$ cat src/rtl/adder_tree_accum_pkg.sv
// Shared constants, tag type and helper functions for the pipelined adder tree
// and its row accumulator.
package adder_tree_accum_pkg;

    localparam int DEFAULT_DATA_W = 64;
    localparam int DEFAULT_NUM_IN = 16;
    localparam int DEFAULT_CNT_W  = 16;

    // Per-beat control that travels down the tree beside the data.
    typedef struct packed {
        logic last;
        logic acc_en;
    } beat_tag_t;

    function automatic int clog2(input int value);
        int r;
        r = 0;
        while ((1 << r) < value) begin
            r++;
        end
        return r;
    endfunction

    // Two's-complement add overflow: operands agree in sign, result does not.
    function automatic logic add_ovf(input logic sign_a, input logic sign_b, input logic sign_s);
        return (sign_a == sign_b) && (sign_s != sign_a);
    endfunction

endpackage

$ cat src/rtl/adder_tree_accum_add_node.sv
// One registered node of the reduction tree: wrapping add, signed-overflow
// detection OR-ed with the children's flags, and a valid bit.
module add_node
    import adder_tree_accum_pkg::*;
#(
    parameter int DATA_W = DEFAULT_DATA_W
) (
    input  logic              clk,
    input  logic              rst,
    input  logic [DATA_W-1:0] a,
    input  logic [DATA_W-1:0] b,
    input  logic              vld_in,
    input  logic              ovf_in,
    output logic [DATA_W-1:0] sum,
    output logic              vld_out,
    output logic              ovf_out
);

    logic [DATA_W-1:0] sum_d;
    logic [DATA_W-1:0] sum_q;
    logic              ovf_d;
    logic              ovf_q;
    logic              vld_q;

    always_comb begin
        sum_d = a + b;
        ovf_d = ovf_in | add_ovf(a[DATA_W-1], b[DATA_W-1], sum_d[DATA_W-1]);
    end

    always_ff @(posedge clk) begin
        if (rst) begin
            sum_q <= '0;
            ovf_q <= 1'b0;
            vld_q <= 1'b0;
        end else begin
            sum_q <= sum_d;
            ovf_q <= ovf_d;
            vld_q <= vld_in;
        end
    end

    assign sum     = sum_q;
    assign vld_out = vld_q;
    assign ovf_out = ovf_q;

endmodule

$ cat src/rtl/adder_tree_accum.sv
// Fully pipelined NUM_IN-operand signed reduction tree followed by a one-cycle
// row accumulator that emits either per-beat sums or multi-beat row totals.
module adder_tree_accum
    import adder_tree_accum_pkg::*;
#(
    parameter int DATA_W = DEFAULT_DATA_W,
    parameter int NUM_IN = DEFAULT_NUM_IN,
    parameter int CNT_W  = DEFAULT_CNT_W
) (
    input  logic                     clk,
    input  logic                     rst,
    input  logic                     in_valid,
    input  logic                     in_last,
    input  logic                     acc_en,
    input  logic [NUM_IN*DATA_W-1:0] din,
    output logic                     out_valid,
    output logic [DATA_W-1:0]        out_sum,
    output logic [CNT_W-1:0]         out_count,
    output logic                     out_ovf
);

    localparam int LVL   = clog2(NUM_IN);
    localparam int NODES = 2*NUM_IN - 1;
    localparam int ROOT  = NODES - 1;

    localparam logic [CNT_W-1:0] CNT_ONE = CNT_W'(1);
    localparam logic [CNT_W-1:0] CNT_MAX = '1;

    if (NUM_IN < 2 || (NUM_IN & (NUM_IN - 1)) != 0) begin : g_bad_num_in
        $error("adder_tree_accum: NUM_IN must be a power of two >= 2");
    end

    // Flat node storage: leaves at 0..NUM_IN-1, then each level packed after
    // the previous one, so level k starts at 2*NUM_IN - 2*(NUM_IN >> k).
    logic [DATA_W-1:0] node_sum [NODES];
    logic              node_vld [NODES];
    logic              node_ovf [NODES];

    genvar gi;
    genvar gj;

    for (gi = 0; gi < NUM_IN; gi++) begin : g_leaf
        assign node_sum[gi] = din[gi*DATA_W +: DATA_W];
        assign node_vld[gi] = in_valid;
        assign node_ovf[gi] = 1'b0;
    end

    for (gi = 1; gi <= LVL; gi++) begin : g_lvl
        localparam int IN_BASE  = 2*NUM_IN - 2*(NUM_IN >> (gi - 1));
        localparam int OUT_BASE = 2*NUM_IN - 2*(NUM_IN >> gi);
        for (gj = 0; gj < (NUM_IN >> gi); gj++) begin : g_node
            add_node #(
                .DATA_W (DATA_W)
            ) u_node (
                .clk     (clk),
                .rst     (rst),
                .a       (node_sum[IN_BASE + 2*gj]),
                .b       (node_sum[IN_BASE + 2*gj + 1]),
                .vld_in  (node_vld[IN_BASE + 2*gj] & node_vld[IN_BASE + 2*gj + 1]),
                .ovf_in  (node_ovf[IN_BASE + 2*gj] | node_ovf[IN_BASE + 2*gj + 1]),
                .sum     (node_sum[OUT_BASE + gj]),
                .vld_out (node_vld[OUT_BASE + gj]),
                .ovf_out (node_ovf[OUT_BASE + gj])
            );
        end
    end

    beat_tag_t tag_q [LVL];

    for (gi = 0; gi < LVL; gi++) begin : g_tag
        always_ff @(posedge clk) begin
            if (rst) begin
                tag_q[gi] <= '0;
            end else if (gi == 0) begin
                tag_q[gi] <= '{last: in_last, acc_en: acc_en};
            end else begin
                tag_q[gi] <= tag_q[(gi == 0) ? 0 : gi - 1];
            end
        end
    end

    logic [DATA_W-1:0] root_sum;
    logic              root_vld;
    logic              root_ovf;
    beat_tag_t         root_tag;

    assign root_sum = node_sum[ROOT];
    assign root_vld = node_vld[ROOT];
    assign root_ovf = node_ovf[ROOT];
    assign root_tag = tag_q[LVL-1];

    logic [DATA_W-1:0] acc_d, acc_q;
    logic [CNT_W-1:0]  row_cnt_d, row_cnt_q;
    logic              row_ovf_d, row_ovf_q;
    logic              out_valid_d, out_valid_q;
    logic [DATA_W-1:0] out_sum_d, out_sum_q;
    logic [CNT_W-1:0]  out_count_d, out_count_q;
    logic              out_ovf_d, out_ovf_q;

    logic [DATA_W-1:0] row_total;
    logic [CNT_W-1:0]  row_cnt_inc;
    logic              row_ovf_total;

    always_comb begin
        row_total     = acc_q + root_sum;
        row_cnt_inc   = (row_cnt_q == CNT_MAX) ? CNT_MAX : row_cnt_q + CNT_ONE;
        row_ovf_total = row_ovf_q | root_ovf
                      | add_ovf(acc_q[DATA_W-1], root_sum[DATA_W-1], row_total[DATA_W-1]);

        acc_d       = acc_q;
        row_cnt_d   = row_cnt_q;
        row_ovf_d   = row_ovf_q;
        out_valid_d = 1'b0;
        out_sum_d   = out_sum_q;
        out_count_d = out_count_q;
        out_ovf_d   = out_ovf_q;

        if (root_vld) begin
            if (!root_tag.acc_en) begin
                // Stand-alone beat: the open row is left exactly as it was.
                out_valid_d = 1'b1;
                out_sum_d   = root_sum;
                out_count_d = CNT_ONE;
                out_ovf_d   = root_ovf;
            end else if (!root_tag.last) begin
                acc_d     = row_total;
                row_cnt_d = row_cnt_inc;
                row_ovf_d = row_ovf_total;
            end else begin
                out_valid_d = 1'b1;
                out_sum_d   = row_total;
                out_count_d = row_cnt_inc;
                out_ovf_d   = row_ovf_total;
                acc_d       = '0;
                row_cnt_d   = '0;
                row_ovf_d   = 1'b0;
            end
        end
    end

    always_ff @(posedge clk) begin
        if (rst) begin
            acc_q       <= '0;
            row_cnt_q   <= '0;
            row_ovf_q   <= 1'b0;
            out_valid_q <= 1'b0;
            out_sum_q   <= '0;
            out_count_q <= '0;
            out_ovf_q   <= 1'b0;
        end else begin
            acc_q       <= acc_d;
            row_cnt_q   <= row_cnt_d;
            row_ovf_q   <= row_ovf_d;
            out_valid_q <= out_valid_d;
            out_sum_q   <= out_sum_d;
            out_count_q <= out_count_d;
            out_ovf_q   <= out_ovf_d;
        end
    end

    assign out_valid = out_valid_q;
    assign out_sum   = out_sum_q;
    assign out_count = out_count_q;
    assign out_ovf   = out_ovf_q;

endmodule

$ cat config.mk
export PLATFORM = sky130hd
export DESIGN_NAME = adder_tree_accum
export DESIGN_NICKNAME = d
export VERILOG_FILES = /design/src/rtl/adder_tree_accum_pkg.sv /design/src/rtl/adder_tree_accum_add_node.sv /design/src/rtl/adder_tree_accum.sv
export SDC_FILE = /design/constraint.sdc
export NUM_CORES = 2
export LEC_CHECK = 0
export CORE_AREA = 2 2 429 431
export CTS_CLUSTER_SIZE = 14
export DETAILED_ROUTE_END_ITERATION = 10
export DIE_AREA = 0 0 431 433
export PLACE_DENSITY = 0.71
export REMOVE_ABC_BUFFERS = 1
export SLEW_MARGIN = 5
export SYNTH_ARGS = -nofsm -noshare
export SYNTH_HDL_FRONTEND = slang
export SYNTH_SLANG_ARGS = --single-unit
$ cat constraint.sdc
create_clock -name clk -period 10 [get_ports clk]
set_clock_uncertainty 0.15 [all_clocks]
set_input_delay 3 -clock clk [delete_from_list [all_inputs] [get_ports clk]]
set_output_delay 3 -clock clk [all_outputs]
set_load 0.1 [all_outputs]
==> metrics.md <==
| Metric | Value |
|---|---|
| Worst reg-to-reg path cell count | 12 |
| Hold path cells | 1 |
| Worst Path Arrival | 7540 ps |
| Worst path cell trace | clkdlybuf4s50_1, ha_1, fa_1, a211oi_1, o21ai_1, a41oi_1, nor3_1, o2111ai_1, a21boi_1, o41ai_4, o41ai_2, a21o_1, a21oi_1, mux2_1 |
| Min-Delay Endpoint | tag_q[3][1] |
| Cell variety after synth | 97 |
| Clk slew on worst S/H paths | 60 ps |
| Post-cts gate resize count | 0 |
| Worst-case clock buffer depth | 3 |
| H-tree depth | 4 |
| Warnings from Yosys | 0 |
| Post-route DRC | 0 |
| Top cells by area, synth | dfxtp_1 (26%), ha_1 (14%), a21oi_1 (6.5%), nor2_1 (6.3%), a21o_1 (6.2%) |
| Cell-internal power | 0.0116 W |
| Synth top area share | 26.0% |
| Asr flop ratio synth | 0% |
| IO Pins | 1111 |
| Grt ovf | 0 |
| Worst reg-to-reg setup slack | 5250 ps |
| Post-route ant nets | 0 |
| Status | completed |
| Comb pwr share | 42.0% |
| Commonest non-fill, non-tap cell in the layout | nor2_1 |
| Row count | 157 |
| EDFF count, synth | 0 |
| Cell Pwr Density | 181 nW/µm² |
| Net Sw Power | 0.00757 W |
| Sw Share | 39.6% |
| Crit start category | primary input |
| Tot Pwr | 0.0191 W |
| Avg Vias per Cell | 6.12 |
| Vias | 88900 |
| Mapped Cells | 11300 |
| Post-CTS Setup Repair Bufs | 0 |
| Max stage delay cell, worst path | o41ai_4 |
| Wire length per cell | 23.6 µm |
| R2R Path Start | g_lvl[3].g_node[1].u_node.sum[3] |
| Worst Setup End Kind | flip-flop |
| DP HPWL | 284000 µm |
| Vias in the first global route | 84800 |
| Clk network pwr share | 26.9% |
| Largest net degree at the start of global routing | 202 |
| Leakage | 46.8 nW |
| Sequential cell fraction of total power | 31.1% |
| Slew Limit Fails | 0 |
| Die area | 187000 µm² |
| Period utilization | 70.1% |
| Worst hold-check path type | flip-flop to flip-flop |
| Pre-antenna DRT Iters | 6 |
| Post-synthesis sequential area ratio | 26.0% |
| WS Path Type | primary input to flip-flop |
| Hold wc startpoint | tag_q[2][1] |
| Number of max-cap violations | 0 |
| Layout cell share with drive strength beyond 1 | 2.91% |
| GRT Util Overall | 35.0% |
| Period minus WS final | 7010 ps |
| Most used cells in the layout excluding fill and tap cells | nor2_1 (1480), a21oi_1 (1156), dfxtp_1 (1149) |
| Fmax | 143 MHz |
| Starting Density | 48.7% |
| RD Place Congestion | 1.05 |
| Req. time, crit path | 10530 ps |
| Iteration-0 DRC count of the detailed router | 8631 |
| Clock sinks | 1150 |
| Die width | 431 µm |
| CTS tree | built |
| Crit path buf inv count | 1 |
| Initial antenna violation count | 40 |
| Mapped cell area | 88600 µm² |
| Die Ht | 433 µm |
| R2R Path End | g_lvl[4].g_node[0].u_node.ovf_out |
| Most used DFF post-synth | dfxtp_1 |
| Final hold viol count | 0 |
| First-pass GRT wire length | 510000 µm |
| RSZ-0062 raised after global routing | false |
| Worst Path Max Fanout | 5 |
| Layout area overhead | 19.2% |
| Setup tns final | 0 ps |
| Slew @ Worst Pin | 1250 ps |
| Hold Buf Count CTS | 0 |
| WL final | 342000 µm |
| Num CTS Buffers | 133 |
| PortBufs | 1110 |
| Clk Latency, worst-skew pair | 800 ps |
| Synth area leader | dfxtp_1 |
| Maximum VDD drop | 194 µV |
| Synthesized area per cell | 7.85 µm² |
| Core area | 182000 µm² |
| Crit path largest cell delay | 570 ps |
| Final Net Count | 14100 |
| Slew headroom | 16.2% |
| Cell family with most CP delay | compound AO/OA/AOI/OAI gates |
| Number of setup violations in the final report | 0 |
| Flops & latches, synth | 1150 |
| CTS root buffer | clkbuf_16 |
## cells by family (layout without fill, tap and decap cells)
group           Yosys count  after routing  synth area share [%]
mux                      63             63                 0.740
compound gates         3797           3797                  27.8
simple gates           3543           3543                  18.5
xor+xnor                904            904                  8.93
flops                  1150           1150                  26.0
fa+ha+maj              1025           1025                  14.6
other cells               0             19                     0
buf+inv                 804           1626                  3.42
## routing by layer
layer,part of all wire (%),track usage [%],up-vias
met5,0.0088,0,-
met4,5.1,16.4,4
met3,7.2,5.21,663
met2,45,55.8,3706
met1,43,46.3,42100
li1,-,-,42400
## sequential cells by signal, indices dropped and copies added, names as in the netlist
register and count:
g_lvl.g_node.u_node.sum 960, acc_q 64, out_sum 64, out_count 16, row_cnt_q 16, g_lvl.g_node.u_node.ovf_out 15
tag_q 8, g_lvl.g_node.u_node.vld_out 4, out_ovf 1, out_valid 1, row_ovf_q 1
## how the worst max path moves through the flow
stage                      from                                end  slack, ps  cells past startpoint
floorplan           tag_q[3][0]                        out_sum[62]       2890                      4
global placement       din[128]  g_lvl[1].g_node[1].u_node.sum[58]       2400                     14
detailed placement     din[128]  g_lvl[1].g_node[1].u_node.sum[58]       2360                     14
CTS                    din[128]  g_lvl[1].g_node[1].u_node.sum[58]       3180                     14
global route           din[128]  g_lvl[1].g_node[1].u_node.sum[58]       2970                     14
finish                 din[128]  g_lvl[1].g_node[1].u_node.sum[58]       2990                     14
## layout make-up
| cell class | count | area [µm²] |
|---|---|---|
| fill | 16800 | 76500 |
| multi-input combinational | 9332 | 62600 |
| sequential | 1150 | 23000 |
| timing repair buffer | 1131 | 11300 |
| clock buffer | 184 | 3860 |
| tap | 2385 | 2980 |
| inverter | 255 | 958 |
| clock inverter | 56 | 792 |
| antenna | 19 | 47.5 |
## cells in the mapped netlist, types with 153 or more instances
cell	n
o21ai_0	531
xnor2_1	505
a31oi_1	153
a21oi_1	1156
inv_1	255
nand4_1	222
o21bai_1	226
ha_1	1009
nand3_1	244
nand2_1	700
xor2_1	399
nor2_1	1481
nor3_1	190
nor2b_1	174
clkbuf_1	523
a21o_1	727
dfxtp_1	1150
## worst register-to-register path: stages (launching register included)
cell and delay [ps]:
dfxtp_1 440, ha_1 440, nand3_1 90, o22ai_1 270, o2111a_1 290, o21ai_1 170, o31ai_1 570, a21oi_1 300
o21ai_1 380, o211a_1 270, o22ai_1 150, or3_1 330, a31oi_1 710
## power by group through the flow
| stage | sequential, W | clock (W) | combinational, W |
|---|---|---|---|
| after floorplan | 0.00575 | 0 | 0.00532 |
| after global routing | 0.00599 | 0.00540 | 0.00872 |
| after detailed placement | 0.00603 | 0 | 0.00781 |
| final | 0.00596 | 0.00514 | 0.00803 |
| after CTS | 0.00594 | 0.00521 | 0.00787 |
| after global placement | 0.00603 | 0 | 0.00776 |
## through the flow
stage	utilization [%]	cells	setup WS [ps]	instance area, µm²	hold slack (ps)
finish	58.0	14500	2990	106000	296
CTS	58.0	14500	3180	106000	301
global route	58.0	14500	2970	106000	309
global placement	55.4	14300	2400	101000	281
detailed placement	55.4	14300	2360	101000	277
floorplan	-	10700	2890	86600	264
Power figures use the tool's default switching activity.
